File: config.mk
export PLATFORM = sky130hd
export DESIGN_NAME = event_flag_drainer
export DESIGN_NICKNAME = d
export VERILOG_FILES = /design/src/rtl/event_flag_pkg.sv /design/src/rtl/rr_priority_pick.sv /design/src/rtl/event_flag_drainer.sv
export SDC_FILE = /design/constraint.sdc
export NUM_CORES = 1
export LEC_CHECK = 0
export CORE_MARGIN = 3
export CORE_UTILIZATION = 55
export DETAILED_ROUTE_END_ITERATION = 10
export DONT_BUFFER_PORTS = 1
export GPL_TIMING_DRIVEN = 1
export PLACE_DENSITY = 0.7
export SYNTH_ARGS = -nofsm -noshare
export SYNTH_HDL_FRONTEND = slang
export SYNTH_HIERARCHICAL = 1
export SYNTH_SLANG_ARGS = --single-unit
export TNS_END_PERCENT = 10
File: constraint.sdc
create_clock -name clk -period 3.5 [get_ports clk]
set_clock_uncertainty 0.05 [all_clocks]
set_input_delay 0.175 -clock clk [delete_from_list [all_inputs] [get_ports clk]]
set_output_delay 0.175 -clock clk [all_outputs]
set_load 0.03 [all_outputs]
File: src/rtl/event_flag_pkg.sv
// Shared types and constants for the event flag drainer.
// Optional feature macro used by the top: EVENT_FLAG_OVERFLOW_EN.
package event_flag_pkg;

    // Drain controller states: IDLE picks the next pending flag, OFFER holds it until accepted.
    typedef enum logic {
        IDLE  = 1'b0,
        OFFER = 1'b1
    } drain_state_t;

    // Upper bound on the number of event sources this block is intended for.
    localparam int MAX_EVENTS = 32;

endpackage

File: src/rtl/rr_priority_pick.sv
// Combinational round-robin picker: returns the first set request bit at or after ptr,
// wrapping from N-1 back to 0.
module rr_priority_pick #(
    parameter int N     = 8,
    parameter int IDX_W = $clog2(N)
) (
    input  logic [N-1:0]     req,
    input  logic [IDX_W-1:0] ptr,
    output logic             found,
    output logic [IDX_W-1:0] idx
);

    // Scan from the farthest offset down to offset 0 so the nearest request wins last.
    always_comb begin
        int w_j;
        found = 1'b0;
        idx   = '0;
        w_j   = 0;
        for (int k = N - 1; k >= 0; k--) begin
            w_j = int'(ptr) + k;
            if (w_j >= N) begin
                w_j = w_j - N;
            end
            if (req[w_j]) begin
                found = 1'b1;
                idx   = IDX_W'(w_j);
            end
        end
    end

endmodule

File: src/rtl/event_flag_drainer.sv
// Captures one-cycle event strobes into sticky pending flags and drains them one at a
// time, round-robin, through a valid/ready port. A flag clears when its index is accepted.
// Optional macro EVENT_FLAG_OVERFLOW_EN adds sticky per-event overflow flags.
module event_flag_drainer
    import event_flag_pkg::*;
#(
    parameter  int NUM_EVENTS = 8,
    localparam int IDX_W      = $clog2(NUM_EVENTS)
) (
    input  logic                  clk,
    input  logic                  rst,
    input  logic [NUM_EVENTS-1:0] evt_set,
    output logic                  evt_valid,
    output logic [IDX_W-1:0]      evt_idx,
    input  logic                  evt_ready,
    output logic [NUM_EVENTS-1:0] pending,
    output logic [NUM_EVENTS-1:0] overflow
);

    drain_state_t          r_state;
    logic                  r_evt_valid;
    logic [IDX_W-1:0]      r_evt_idx;
    logic [IDX_W-1:0]      r_rr_ptr;
    logic [NUM_EVENTS-1:0] r_pending;
    logic [NUM_EVENTS-1:0] w_clr;
    logic                  w_accept;
    logic                  w_found;
    logic [IDX_W-1:0]      w_pick_idx;

    assign w_accept  = r_evt_valid & evt_ready;
    assign evt_valid = r_evt_valid;
    assign evt_idx   = r_evt_idx;
    assign pending   = r_pending;

    // Selection looks only at the registered flags, never at same-cycle strobes.
    rr_priority_pick #(
        .N     (NUM_EVENTS),
        .IDX_W (IDX_W)
    ) u_pick (
        .req   (r_pending),
        .ptr   (r_rr_ptr),
        .found (w_found),
        .idx   (w_pick_idx)
    );

    genvar gi;
    generate
        for (gi = 0; gi < NUM_EVENTS; gi++) begin : g_flag
            assign w_clr[gi] = w_accept & (r_evt_idx == IDX_W'(gi));

            // Per-source sticky flag; a new strobe beats a same-cycle clear.
            always_ff @(posedge clk or negedge rst) begin
                if (!rst) begin
                    r_pending[gi] <= 1'b0;
                end else begin
                    r_pending[gi] <= evt_set[gi] | (r_pending[gi] & ~w_clr[gi]);
                end
            end
        end
    endgenerate

`ifdef EVENT_FLAG_OVERFLOW_EN
    logic [NUM_EVENTS-1:0] r_overflow;
    assign overflow = r_overflow;

    generate
        for (gi = 0; gi < NUM_EVENTS; gi++) begin : g_ovf
            // Latch a strobe that lands on an already-pending, not-being-cleared flag.
            always_ff @(posedge clk or negedge rst) begin
                if (!rst) begin
                    r_overflow[gi] <= 1'b0;
                end else if (evt_set[gi] & r_pending[gi] & ~w_clr[gi]) begin
                    r_overflow[gi] <= 1'b1;
                end
            end
        end
    endgenerate
`else
    assign overflow = '0;
`endif

    // Drain FSM: pick in IDLE, hold the offer stable in OFFER until the handshake.
    always_ff @(posedge clk or negedge rst) begin
        if (!rst) begin
            r_state     <= IDLE;
            r_evt_valid <= 1'b0;
            r_evt_idx   <= '0;
            r_rr_ptr    <= '0;
        end else begin
            case (r_state)
                IDLE: begin
                    if (w_found) begin
                        r_evt_idx   <= w_pick_idx;
                        r_evt_valid <= 1'b1;
                        r_state     <= OFFER;
                    end else begin
                        r_evt_valid <= 1'b0;
                    end
                end
                OFFER: begin
                    r_evt_valid <= 1'b1;
                    if (evt_ready) begin
                        r_evt_valid <= 1'b0;
                        r_state     <= IDLE;
                        if (r_evt_idx == IDX_W'(NUM_EVENTS - 1)) begin
                            r_rr_ptr <= '0;
                        end else begin
                            r_rr_ptr <= r_evt_idx + IDX_W'(1);
                        end
                    end
                end
                default: begin
                    r_state     <= IDLE;
                    r_evt_valid <= 1'b0;
                end
            endcase
        end
    end

endmodule

==> run metrics, run 1 <==
clk sinks=15; global placement routability congestion=0.8666; DRT Wirelength=3.416 mm; DR vias=1252; Nets=182; 1st-pass router iterations=5; top post-synthesis cells by count=dfrtp_1, buf_4, inv_1; Post-synth EDFFs=0; Synth top area share=24.33%; r2r worst-path depth=9; Power Dens Cells=774.4 nW/um2; most common cell in the synthesized netlist=dfrtp_1; post-layout min period=2847 ps; Syn Inst Count=155; latest clock arrival within the worst-skew pair=280 ps; clock tree buffer depth=2; Final Slew Violations=0; Synth Area in Simple Gates=13.14%; DR DRC count=0; xor/xnor share of the synthesized area=1.703%; first-pass GRT wire length=5.520 mm; Synth area leaders=dfrtp_1, mux4_1, mux4_2; Final Setup Violations=0; DP HPWL=2.510 mm; Initial Util=60.09%; Post-Syn Area=1543 um2; CP arrival=2970 ps; Distinct cells, synth=49; CTS tree=yes; Layout fillers=214; final core occ=63.55%; ant diodes=0; # Max-Cap Violations=0; number of CTS-inserted buffers=3; post-synthesis compound-gate area fraction=16.79%; WHS Endpoint=r_rr_ptr[2]; hold crit path type=in2reg; synth-to-layout area growth=5.758%; maximum fanout along the worst path=9; Ys Warns=6; Ports=31; Yosys reg bits=15; PortBufs=0; Multi-input gate area=1040 um2; largest net degree at the start of global routing=23; Adder-Cell Fraction of Synth Area=6.488%; number of global-route vias before repair=1155; largest family of logic cells by synthesized area=multiplexers; fmax=0.3512 GHz; clk root buf=clkbuf_4; Fin. Hold Viols=0; H-tree Lvls=1; critical path data required time=3630 ps; Worst slew margin=47.19%; register area=375.4 um2; biggest area consumer among synthesized cells=dfrtp_1; Tot GR Track Use=21.49%; Slew @ Worst Pin=792.1 ps; Avg WL per Cell=17.79 um; dominant synthesized flop cell=dfrtp_1; Avg Cell Area, Syn=9.953 um2; cts repair resizes=0; Worst R2R Setup Slack=650 ps; ys async rst share=100.0%; vias per inst=6.521; ratio of cells with drive above 1 in the final layout=13.58%; standard-cell rows=18; Worst setup EP type=flip-flop; hold-critical path depth=2; Reg clk slew, reported paths=80 ps; CP startpoint kind=flip-flop; remaining antenna violation count=0; DR iter-0 viols=106; VDD IR max=0.0006483 V; Leakage=0.6555 nW; Final period util=81.35%; GRT overflow=0; initial antenna violation count=0; die area=3476 um2; R2R Path End=evt_idx[2]; post-synthesis mux area share=27.33%; die height=58.96 um; post-synthesis sequential area ratio=24.33%; FF-to-FF Start=r_rr_ptr[1]; outcome=finished, final reports clean; setup TNS=0 ps; RSZ-0062 raised after global routing=no; Horiz. Die Dim=58.96 um; core area=2567 um2; min-delay src=evt_ready; WS Path Type=reg2reg
==> state kept, by name, summed over array words and instances, names as in the netlist <==
name / flops
pending: 8
evt_valid: 1
evt_idx: 3
r_rr_ptr: 3
==> layout by cell type, fill, tap and decap left out, drive strengths merged, types with 2 or more instances in the layout <==
master	instances
nand4	4
nor2b	3
nor3	2
mux2	11
ha	8
buf	2
dlygate4sd3	10
nand4b	2
dfrtp	15
a21oi	7
nand2	10
o21ai	4
mux4	10
conb	8
inv	10
a21o	8
nor2	9
clkbuf	4
nand3	2
and2	2
xor2	2
mux2i	5
a31oi	3
o22ai	2
==> worst max-delay path by stage <==
stage           startpoint          to  slack (ps)
3_5_place_dp   r_rr_ptr[1]  evt_idx[0]         740
2_1_floorplan  r_rr_ptr[1]  evt_idx[0]         470
5_1_grt        r_rr_ptr[1]  evt_idx[0]         570
4_1_cts        r_rr_ptr[1]  evt_idx[0]         730
6_report       r_rr_ptr[1]  evt_idx[2]         650
3_3_place_gp   r_rr_ptr[1]  evt_idx[0]         780
==> where the power goes <==
part | switching (mW) | total (mW) | internal, mW
sequential | 0.178 | 0.397 | 0.219
clock | 0.0524 | 0.0968 | 0.0444
combinational | 0.402 | 0.770 | 0.368
total | 0.632 | 1.26 | 0.632
==> worst max-delay path, cell delays in order (launching register included) <==
cell and delay [ps]:
dfrtp_1 350, inv_1 100, ha_1 470, mux4_1 430, nor2b_1 190, a311oi_1 270, a21oi_1 70, nor4b_1 310
o22ai_1 200, mux2_2 290
==> cells by family (layout without fill, tap and decap cells) <==
| family | Yosys count | in the layout |
|---|---|---|
| multiplexers | 26 | 26 |
| flip-flops | 15 | 15 |
| AO/OA/AOI/OAI | 37 | 37 |
| adder cells (fa/ha/maj) | 8 | 8 |
| XOR/XNOR | 3 | 3 |
| other | 1 | 8 |
| buffers and inverters | 26 | 26 |
| AND/OR/NAND/NOR | 39 | 39 |
==> final cells by class <==
| type | count | share of cell area, % |
|---|---|---|
| repair buffers | 12 | 7.055 |
| clock buffers | 4 | 1.610 |
| well taps | 30 | 2.301 |
| multi-input cells | 121 | 63.73 |
| inverters | 10 | 2.301 |
| flip-flops and latches | 15 | 23.01 |
==> metrics by stage <==
stage | hold slack, ps | power [mW] | cell area [um2] | setup WS [ps] | instances
4_1_cts | 23.00 | 1.254 | 1632 | 731.3 | 192
5_1_grt | 31.24 | 1.356 | 1632 | 567.5 | 192
6_report | 23.00 | 1.264 | 1632 | 652.9 | 192
3_3_place_gp | -170.2 | 1.132 | 1505 | 778.5 | 178
2_1_floorplan | -170.6 | 1.029 | 1569 | 467.9 | 162
3_5_place_dp | -170.1 | 1.142 | 1505 | 740.5 | 178
==> metal layers <==
layer  track usage (%)  vias to the layer above  wire, um
met5                 0                        -         0
met4             10.68                        0        87
met3             2.632                        8       236
met2             35.33                       66      1699
met1             27.90                      593      1394
li1                  -                      585         -
==> timing repair <==
item | in CTS | in global routing
hold buffers | 10 | 0
setup buffers | 0 | 0
endpoints found under the setup margin | 0 | 0
hold endpoints to repair | 24 | 0
No activity file was read; power rests on OpenSTA's default activity.
==> run 2: changes to the inputs <==
==> constraint.sdc (replaced) <==
create_clock -name clk -period 2.82 [get_ports clk]
set_clock_uncertainty 0.05 [all_clocks]
set_input_delay 0.141 -clock clk [delete_from_list [all_inputs] [get_ports clk]]
set_output_delay 0.141 -clock clk [all_outputs]
set_load 0.03 [all_outputs]
==> run metrics, run 2 (synthesis gave the netlist of run 1 again) <==
core area=2567 um2 (unchanged); dpl cells=189 (+6.2%); latest clock arrival within the worst-skew pair=280 ps (about the same); Sequential Power Share=26.8% (-4.6 points); number of CTS-inserted buffers=3 (unchanged); 1st-pass router iterations=4 (-1); Nets=195 (+7.1%); Leakage=0.7110 nW (+8.5%); DR iter-0 viols=108 (+1.9%); ratio of cells with drive above 1 in the final layout=22.29% (+8.7 points); die area=3476 um2 (unchanged); Initial Util=60.09% (unchanged); Final period util=95.00% (+14 points); hold crit path type=in2reg; # Max-Cap Violations=0 (unchanged); ant diodes=0 (unchanged); Fin. Hold Viols=0 (unchanged); Tot GR Track Use=23.24% (+1.7 points); maximum fanout along the worst path=7 (-2); Slew @ Worst Pin=684.2 ps (-107.9 ps); WS Path Type=reg2reg; Reg clk slew, reported paths=80 ps (about the same); number of global-route vias before repair=1314 (+14%); Clk pwr share=7.0% (-0.7 points); vias per inst=6.493 (-0.43%); DRT Wirelength=3.659 mm (+7.1%); Worst setup EP type=flip-flop; DR DRC count=0 (unchanged); Avg WL per Cell=17.85 um (+0.32%); critical path data required time=2940 ps (-690 ps); clk root buf=clkbuf_4; first-pass GRT wire length=6.182 mm (+12%); CP arrival=2800 ps (-170 ps); DP HPWL=2.732 mm (+8.9%); Final Setup Violations=0 (unchanged); CP startpoint kind=flip-flop; PortBufs=0 (unchanged); H-tree Lvls=1 (unchanged); fin cells=205 (+6.8%); GRT overflow=0 (unchanged); post-layout min period=2679 ps (-168.1 ps); CTS tree=yes; standard-cell rows=18 (unchanged); largest net degree at the start of global routing=19 (-17%); Worst slew margin=54.24% (+7.0 points); fmax=0.3733 GHz (+6.3%); VDD IR max=0.0006238 V (-3.8%); clock tree buffer depth=2 (unchanged); initial antenna violation count=0 (unchanged); Horiz. Die Dim=58.96 um (unchanged); Layout fillers=196 (-8.4%); Combinational Power Share=66.2% (+5.3 points); clk sinks=15 (unchanged); global placement routability congestion=0.9387 (+8.3%); Psw=0.8238 mW (+30%); synth-to-layout area growth=13.06%; die height=58.96 um (unchanged); max reg flops=8 (unchanged); WHS=5.947 ps (-17.05 ps); switching share of power=48.71% (-1.3 points); remaining antenna violation count=0 (unchanged); Final Slew Violations=0 (unchanged); most common cell after layout, fill and taps aside=dfrtp_1; Power Dens Cells=969.7 nW/um2 (+25%); DR vias=1331 (+6.3%); outcome=finished, final reports clean; most frequent cells in the layout=dfrtp_1, buf_4, dlygate4sd3_1; Ports=31 (unchanged); Int Pwr=0.8676 mW (+37%)
## run 2: changes by cell type in the layout (fill, tap and decap cells not counted)
cell	previous run	this run
mux4_2	5	7
inv_4	0	1
buf_6	0	1
ha_4	0	1
mux4_1	5	3
dfrtp_1	15	14
inv_1	10	9
buf_4	2	13
dlygate4sd3_1	10	11
dfrtp_2	0	1
ha_1	8	7
## run 2: path summary, 6_finish.rpt
path | startpoint | endpoint | slack [ps] | depth (start not counted)
max in group asynchronous | rst | r_rr_ptr[0] | 1960 | 1
min in group asynchronous | rst | pending[3] | 290 | 1
worst min register to register | pending[1] | pending[1] | 490 | 1
worst max register to register | r_rr_ptr[0] | evt_idx[0] | 140 | 9
worst min-delay path | evt_ready | r_rr_ptr[2] | 6 | 2
worst max-delay path | r_rr_ptr[0] | evt_idx[0] | 140 | 9
## run 2: worst max-delay path, cell delays in order (launching register included)
cell,delay [ps]
dfrtp_2,450
inv_1,120
ha_4,310
mux4_2,360
mux2_4,320
o21ai_2,130
a31oi_1,90
o21bai_1,150
mux2_1,320
mux2_2,260
## run 2: cell type report
| class | instances | area (um2) | area share (%) |
|---|---|---|---|
| flip-flops and latches | 15 | 376.6 | 21.59 |
| clock buffers | 4 | 26.28 | 1.506 |
| multi-input cells | 121 | 1045 | 59.90 |
| well taps | 30 | 37.54 | 2.152 |
| inverters | 10 | 40.04 | 2.296 |
| repair buffers | 25 | 219.0 | 12.55 |
## run 2: power groups by stage
stage | combinational, mW | sequential (mW) | clock (mW)
3_3_place_gp | 1.01 | 0.447 | 0
6_report | 1.12 | 0.453 | 0.118
5_1_grt | 1.23 | 0.466 | 0.131
3_5_place_dp | 1.03 | 0.453 | 0
2_1_floorplan | 0.895 | 0.431 | 0
4_1_cts | 1.06 | 0.448 | 0.123
## run 2: metrics by stage
stage | setup WS (ps) | setup TNS, ps | instance area, um2 | utilization (%) | power, mW
final | 141.0 | 0 | 1744 | 67.93 | 1.691
after global placement | 173.3 | 0 | 1592 | 61.99 | 1.453
after floorplan | 0.4878 | 0 | 1590 | - | 1.326
after detailed placement | 68.80 | 0 | 1592 | 61.99 | 1.488
after global routing | -1.940 | -1.940 | 1744 | 67.93 | 1.826
after CTS | 49.51 | 0 | 1728 | 67.30 | 1.627
## run 2: repair_timing
| item | in CTS | in global routing |
|---|---|---|
| endpoints found under the setup margin | 0 | 2 |
| endpoints found under the hold margin | 24 | 0 |
| hold buffers | 11 | 0 |
| buffers inserted | 0 | 1 |
| resized for setup | 0 | 5 |
## run 2: routing by layer
layer  share of wire (%)  vias up  GRT usage [%]
met1                  42      624          29.42
met5                   0        -              0
met3                 7.2        9          3.947
li1                    -      615              -
met4                 2.3        0          9.385
met2                  49       83          39.27
